<file path="config.mk">
export PLATFORM = sky130hd
export DESIGN_NAME = instruction_fetch_unit
export DESIGN_NICKNAME = d
export VERILOG_FILES = /design/src/rtl/instruction_fetch_unit.sv
export SDC_FILE = /design/constraint.sdc
export NUM_CORES = 1
export LEC_CHECK = 0
export CORE_MARGIN = 2
export CORE_UTILIZATION = 35
export DETAILED_ROUTE_END_ITERATION = 7
export PLACE_DENSITY = 0.77
export SLEW_MARGIN = 40
export SYNTH_ARGS = -nofsm -noshare
export SYNTH_HDL_FRONTEND = slang
export SYNTH_SLANG_ARGS = --single-unit
export TNS_END_PERCENT = 10
</file>
<file path="constraint.sdc">
create_clock -name clk -period 4.5 [get_ports clk]
set_clock_uncertainty 0.15 [all_clocks]
set_input_delay 1.125 -clock clk [delete_from_list [all_inputs] [get_ports clk]]
set_output_delay 1.125 -clock clk [all_outputs]
set_load 0.05 [all_outputs]
</file>
<file path="src/rtl/instruction_fetch_unit.sv">
// instruction_fetch_unit: holds the program counter, reads one word at a time
// from a synchronous instruction memory and hands each word to the decoder
// over a registered valid/ready interface. Stops fetching after a HALT word.
module instruction_fetch_unit #(
    parameter logic [31:0] RESET_PC = 32'h0000_0000
) (
    input  logic        clk,
    input  logic        rst,
    output logic        imem_en,
    output logic [31:0] imem_addr,
    input  logic [31:0] imem_rdata,
    output logic [31:0] ins,
    output logic [31:0] ins_pc,
    output logic        ins_valid,
    input  logic        ins_ready,
    input  logic        redirect,
    input  logic [31:0] redirect_pc,
    output logic        halted
);

    typedef enum logic [1:0] {
        ST_REQ    = 2'd0,
        ST_WAIT   = 2'd1,
        ST_HOLD   = 2'd2,
        ST_HALTED = 2'd3
    } fetchState_t;

    localparam logic [5:0] HALT_OPCODE = 6'b010110;

    fetchState_t r_state;
    fetchState_t w_nextState;

    logic [31:0] r_pc;
    logic [31:0] r_ins;
    logic [31:0] r_insPc;
    logic        r_insValid;

    logic [31:0] w_redirectTarget;
    logic        w_isHalt;

    // Redirect targets are word-aligned by clearing the two low address bits.
    assign w_redirectTarget = redirect_pc & 32'hFFFF_FFFC;
    assign w_isHalt         = (imem_rdata[31:26] == HALT_OPCODE);

    assign imem_en   = (r_state == ST_REQ) && !rst;
    assign imem_addr = r_pc;
    assign ins       = r_ins;
    assign ins_pc    = r_insPc;
    assign ins_valid = r_insValid;
    assign halted    = (r_state == ST_HALTED);

    // State register; reset has priority over redirect and everything else.
    always_ff @(posedge clk) begin
        if (rst) begin
            r_state <= ST_REQ;
        end else begin
            r_state <= w_nextState;
        end
    end

    // Next-state logic: a redirect flushes back to REQ from any active state,
    // while HALTED ignores redirects and only leaves through reset.
    always_comb begin
        w_nextState = r_state;
        case (r_state)
            ST_REQ: begin
                if (redirect) begin
                    w_nextState = ST_REQ;
                end else begin
                    w_nextState = ST_WAIT;
                end
            end
            ST_WAIT: begin
                if (redirect) begin
                    w_nextState = ST_REQ;
                end else if (w_isHalt) begin
                    w_nextState = ST_HALTED;
                end else begin
                    w_nextState = ST_HOLD;
                end
            end
            ST_HOLD: begin
                if (redirect) begin
                    w_nextState = ST_REQ;
                end else if (ins_ready) begin
                    w_nextState = ST_REQ;
                end else begin
                    w_nextState = ST_HOLD;
                end
            end
            ST_HALTED: begin
                w_nextState = ST_HALTED;
            end
            default: begin
                w_nextState = ST_REQ;
            end
        endcase
    end

    // PC and decoder-facing registers: capture memory data in WAIT, hold it
    // until the decoder takes it, and drop everything on a redirect.
    always_ff @(posedge clk) begin
        if (rst) begin
            r_pc       <= RESET_PC;
            r_ins      <= 32'h0;
            r_insPc    <= 32'h0;
            r_insValid <= 1'b0;
        end else begin
            case (r_state)
                ST_REQ: begin
                    if (redirect) begin
                        r_pc       <= w_redirectTarget;
                        r_insValid <= 1'b0;
                    end
                end
                ST_WAIT: begin
                    if (redirect) begin
                        r_pc       <= w_redirectTarget;
                        r_insValid <= 1'b0;
                    end else begin
                        r_ins      <= imem_rdata;
                        r_insPc    <= r_pc;
                        r_insValid <= 1'b1;
                        r_pc       <= r_pc + 32'd4;
                    end
                end
                ST_HOLD: begin
                    if (redirect) begin
                        r_pc       <= w_redirectTarget;
                        r_insValid <= 1'b0;
                    end else if (ins_ready) begin
                        r_insValid <= 1'b0;
                    end
                end
                ST_HALTED: begin
                    if (ins_ready) begin
                        r_insValid <= 1'b0;
                    end
                end
                default: begin
                    r_insValid <= 1'b0;
                end
            endcase
        end
    end

endmodule

</file>
After elaboration in Yosys (flattened, before gate mapping)
Cells that the tools add are included.

storage, ports and cells
  word-level logic and storage cells = 34
  register bits = 99
  input port bits = 68
  output and inout port bits = 99

operators by class
  reduce and logical (&&, ||, !) cells = 7
  muxes and demuxes = 14
  add/sub/neg operators = 1
  bitwise gates (word level) = 1
  eq/ne operators = 6

operators by type and width
  operator                                                               number
  32-bit two-way mux                                                     2
  32-bit one-hot mux with 2 select lines                                 1
  32-bit by 3-bit adder with 32-bit output, second input constant        1
  2-bit one-hot mux with 4 select lines                                  1
  6-bit by 5-bit equality test with 1-bit output, second input constant  1
  1-bit two-way mux                                                      6
  2-bit two-way mux                                                      3
  2-bit equality test, second input constant                             2
  1-bit one-hot mux with 4 select lines                                  1
  2-bit AND reduction                                                    2
  2-bit by 1-bit equality test with 1-bit output, second input constant  1
  2-bit logical NOT                                                      1
  2-bit by 1-bit != test with 1-bit output, second input constant        1
  2-bit != test, second input constant                                   1
  2-bit nonzero test                                                     1
  2-bit OR reduction                                                     1
  1-bit logical AND                                                      1
  1-bit logical NOT                                                      1
  1-bit NOT                                                              1

Depth between registers and ports, before layout
  word-level depth = 4
  depth in mapped cells = 7
  depth with buffers taken out = 6

Worst setup path after synthesis
OpenSTA, ideal clock, no wires.

  kind = input to output
  start = in rst
  end = out imem_en
  data arrival time = 2,536 ps
  required time = 3,225 ps
  cell stages on the path = 3
  setup slack = 689 ps
  buffers on the path = 2
  cell sequence = clkbuf_1 clkbuf_1 nor3_1

between the ends
  longest elaborated chain between the ends = 2

ends and longest elaborated chain
  element            RTL line  text
  start, declared    8         input logic rst,
  1-bit logical NOT  45        assign imem_en = (r_state == ST_REQ) && !rst;
  1-bit logical AND  45
  end, declared      9         output logic imem_en,

No other way between the ends.

Worst setup path after layout
  start = reg r_state[1]
  end = out halted

between the ends
  longest elaborated chain between the ends = 1

ends and longest elaborated chain
  element                 RTL line  text
  start, declared         30        fetchState_t r_state;
  start signal, assigned  57        r_state <= w_nextState;
  2-bit equality test     50        assign halted = (r_state == ST_HALTED);
  end, declared           18        output logic halted

No other way between the ends.

==> run_summary.xml <==
<?xml version="1.0" encoding="UTF-8"?>
<metrics>
  <group name="placement">
    <metric name="placed_cell_area" unit="um^2">6070</metric>
    <metric name="placer_congestion_estimate" unit="">0.812</metric>
    <metric name="dp.cells" unit="">866</metric>
    <metric name="numPortBuffers" unit="">160</metric>
    <metric name="hpwlAfterDp" unit="mm">9.92</metric>
  </group>
  <group name="die">
    <metric name="initial_core_util" unit="">0.361</metric>
    <metric name="rows" unit="">40</metric>
    <metric name="fp.dieH" unit="um">116</metric>
    <metric name="design.core.area" unit="um^2">12100</metric>
    <metric name="die_area" unit="um^2">13400</metric>
    <metric name="top_level_ports" unit="">167</metric>
    <metric name="die_w" unit="um">116</metric>
  </group>
  <group name="layout">
    <metric name="final_cell_mix" unit="">159 x sky130_fd_sc_hd__clkdlybuf4s50_1, 146 x sky130_fd_sc_hd__nand2_1, 95 x sky130_fd_sc_hd__dfxtp_1, 82 x sky130_fd_sc_hd__a21oi_1, 34 x sky130_fd_sc_hd__nor2_1</metric>
    <metric name="final_cell_count_no_fill" unit="">882</metric>
    <metric name="multiInputGateArea" unit="um^2">2220</metric>
    <metric name="register_area" unit="um^2">1900</metric>
    <metric name="most_common_library_cell_in_the_layout_ignoring_fill_and_taps" unit="">sky130_fd_sc_hd__clkdlybuf4s50_1</metric>
    <metric name="finalInstanceArea" unit="um^2">6360</metric>
    <metric name="growth_of_design_area_from_synthesis_to_finish" unit="%">45.6</metric>
    <metric name="antenna_cells" unit="">0</metric>
    <metric name="layout_net_count" unit="">778</metric>
    <metric name="fraction_of_final_layout_cells_with_drive_strength_greater_than_1" unit="">0.0644</metric>
    <metric name="fillers" unit="">1152</metric>
  </group>
  <group name="power_and_ir_drop">
    <metric name="p_sw" unit="uW">632</metric>
    <metric name="power.share.clock" unit="">0.352</metric>
    <metric name="power_frac_comb" unit="">0.202</metric>
    <metric name="cellPowerDensity" unit="nW/um^2">326</metric>
    <metric name="cellInternalPower" unit="uW">1440</metric>
    <metric name="leakage" unit="uW">0.00215</metric>
    <metric name="sw_frac_of_total" unit="">0.305</metric>
    <metric name="p_seq_frac" unit="">0.445</metric>
    <metric name="ir_drop" unit="uV">156</metric>
  </group>
  <group name="timing">
    <metric name="tightest_slew" unit="ps">819</metric>
    <metric name="final.hold.worst_slack" unit="ps">303</metric>
    <metric name="post-route-period-util" unit="">0.830</metric>
    <metric name="tns" unit="ps">0</metric>
    <metric name="rsz0062_at_grt" unit="">no</metric>
    <metric name="hold_viol_final" unit="">0</metric>
    <metric name="fmax_achieved" unit="GHz">0.268</metric>
    <metric name="finalWorstPathRequiredPeriod" unit="ps">3740</metric>
    <metric name="finalSetupViolCount" unit="">0</metric>
    <metric name="timing.final.max_slew_violations" unit="">0</metric>
    <metric name="slew_headroom" unit="">0.450</metric>
  </group>
  <group name="grt">
    <metric name="grt_overflow_total" unit="">0</metric>
    <metric name="grt_first_pass_wirelength" unit="mm">22.2</metric>
    <metric name="grt_pass1_vias" unit="">4504</metric>
    <metric name="antenna_found_initial" unit="">0</metric>
    <metric name="grt_start_max_net_pins" unit="">98</metric>
    <metric name="global_route.usage.total" unit="">0.210</metric>
  </group>
  <group name="logic_synthesis">
    <metric name="synth_cells" unit="">572</metric>
    <metric name="yosys_register_bits" unit="">95</metric>
    <metric name="avgSynthCellArea" unit="um^2">7.63</metric>
    <metric name="number_of_enable_type_register_cells_in_the_synthesized_netlist" unit="">0</metric>
    <metric name="synth-warning-count" unit="">0</metric>
    <metric name="netlist-cell-type-count" unit="">55</metric>
    <metric name="synth_async_sr_flop_share" unit="">0</metric>
    <metric name="register_area_share_after_synthesis" unit="">0.436</metric>
    <metric name="post_synth_instance_area" unit="um^2">4370</metric>
    <metric name="dominantRegCellSynth" unit="">sky130_fd_sc_hd__dfxtp_1</metric>
  </group>
  <group name="cts">
    <metric name="tritoncts.num_buffers" unit="">9</metric>
    <metric name="ctsHtreeMaxLevel" unit="">3</metric>
    <metric name="cts-root-to-sink-buffers" unit="">2</metric>
    <metric name="cts_hold_repair.buffers" unit="">0</metric>
    <metric name="cts-root-buf" unit="">sky130_fd_sc_hd__clkbuf_16</metric>
    <metric name="cts_tree" unit="">yes</metric>
    <metric name="cts_resized" unit="">0</metric>
    <metric name="cts_setup_buffers" unit="">0</metric>
    <metric name="num_clock_sinks" unit="">95</metric>
    <metric name="insertion_delay" unit="ps">340</metric>
    <metric name="worst_setup_hold_path_clk_slew" unit="ps">70</metric>
  </group>
  <group name="setup_path">
    <metric name="cp-end-kind" unit="">output pin</metric>
    <metric name="setup.worst_path.class" unit="">register to output pin</metric>
    <metric name="worstPathMaxFanout" unit="">14</metric>
    <metric name="worst_path_buf_inv" unit="">2</metric>
    <metric name="timing.critical_path.max_delay_family" unit="">buffers and inverters</metric>
    <metric name="worst_ep_required_time" unit="ps">3220</metric>
    <metric name="timing.critical_path.arrival" unit="ps">2460</metric>
    <metric name="start_kind" unit="">register</metric>
    <metric name="timing.critical_path.cells" unit="">nand2_2 -&gt; clkinv_1 -&gt; clkdlybuf4s50_1</metric>
    <metric name="cp_slowest_cell" unit="">sky130_fd_sc_hd__clkdlybuf4s50_1</metric>
    <metric name="critPathMaxStageDelay" unit="ps">850</metric>
  </group>
  <group name="routing">
    <metric name="detail-route-antenna-nets" unit="">0</metric>
    <metric name="via_count" unit="">4662</metric>
    <metric name="dr_iter_0_viols" unit="">472</metric>
    <metric name="viasPerCell" unit="">5.29</metric>
    <metric name="routed_wl" unit="mm">14.2</metric>
    <metric name="drt_drc_violations_left" unit="">0</metric>
    <metric name="post_drt_wl_per_cell" unit="um">16.1</metric>
    <metric name="drtPass1Iterations" unit="">5</metric>
  </group>
  <group name="flow_run">
    <metric name="timing.max_cap.violations" unit="">0</metric>
  </group>
  <group name="outcome">
    <metric name="run_status" unit="">completed</metric>
  </group>
  <group name="worst_hold_path">
    <metric name="worstHoldPathType" unit="">register to register</metric>
  </group>
</metrics>
==> cell usage after synthesis (all sizes together), types with 7 or more instances <==
cell type | instances | area (um^2)
a2111oi | 7 | 80.1
o21ai | 23 | 115
nand2 | 148 | 558
inv | 11 | 41.3
clkbuf | 23 | 86.3
o22ai | 9 | 56.3
dfxtp | 95 | 1900
nor2 | 34 | 128
nand4 | 15 | 93.8
nand3 | 13 | 77.6
nor3 | 16 | 95.1
buf | 23 | 128
a21oi | 82 | 410
==> cells by family after synthesis <==
kind of cell | Yosys count | share of synthesized area
AO/OA/AOI/OAI | 155 | 0.216
AND/OR/NAND/NOR | 250 | 0.258
multiplexers | 8 | 0.0195
buffers and inverters | 58 | 0.0593
adder cells (fa/ha/maj) | 1 | 0.00286
XOR/XNOR | 4 | 0.00802
flip-flops | 95 | 0.436
other | 1 | 0.000859
==> through the flow <==
step | utilization | worst slack, ps | total power, uW
CTS | 0.525 | 788 | 2090
floorplan | - | 689 | 1190
detailed placement | 0.501 | 994 | 1360
finish | 0.525 | 765 | 2070
global placement | 0.501 | 1020 | 1350
global route | 0.525 | 702 | 2160
==> flip-flops by register name, summed over array words and instances, names as in the netlist <==
name	cells
ins	32
imem_addr	30
ins_pc	30
r_state	2
ins_valid	1
==> cell type report <==
cell class / count / share of cell area
Timing Repair Buffer: 169 / 0.267
Sequential cell: 95 / 0.299
Multi-Input combinational cell: 422 / 0.349
Inverter: 12 / 0.00708
Clock buffer: 11 / 0.0397
Tap cell: 168 / 0.0331
Clock inverter: 5 / 0.00512
==> metal layers <==
layer / vias to the layer above / track usage / routed length, um
li1: 2261 / - / -
met1: 2152 / 0.252 / 5680
met2: 212 / 0.352 / 6830
met3: 37 / 0.0722 / 1330
met4: 0 / 0.0754 / 328
met5: - / 0 / 0
==> worst paths after layout <==
path	from	endpoint	slack (ps)	depth (start not counted)
worst max register to register	r_state[0]$_SDFF_PP0_	imem_addr[4]$_SDFFE_PP0P_	1950	5
worst min register to register	ins_pc[2]$_SDFFE_PP0P_	ins_pc[2]$_SDFFE_PP0P_	300	2
worst min-delay path	ins_pc[2]$_SDFFE_PP0P_	ins_pc[2]$_SDFFE_PP0P_	300	2
worst max-delay path	r_state[1]$_SDFF_PP0_	halted	760	3
==> worst register-to-register path, delay by kind of cell, from the launching register on <==
kind | cells | cell delay, ps
DFF | 1 | 350
AOI/OAI and AO/OA | 2 | 690
buffers and inverters | 1 | 330
and+or+nand+nor | 2 | 910
==> power groups by stage <==
stage          sequential (uW)  combinational, uW  clock (uW)
2_1_floorplan             1050                139           0
3_3_place_gp               938                409           0
3_5_place_dp               941                417           0
4_1_cts                    922                419         751
5_1_grt                    929                445         788
6_report                   923                419         730
(Power assumes the default switching activity.)
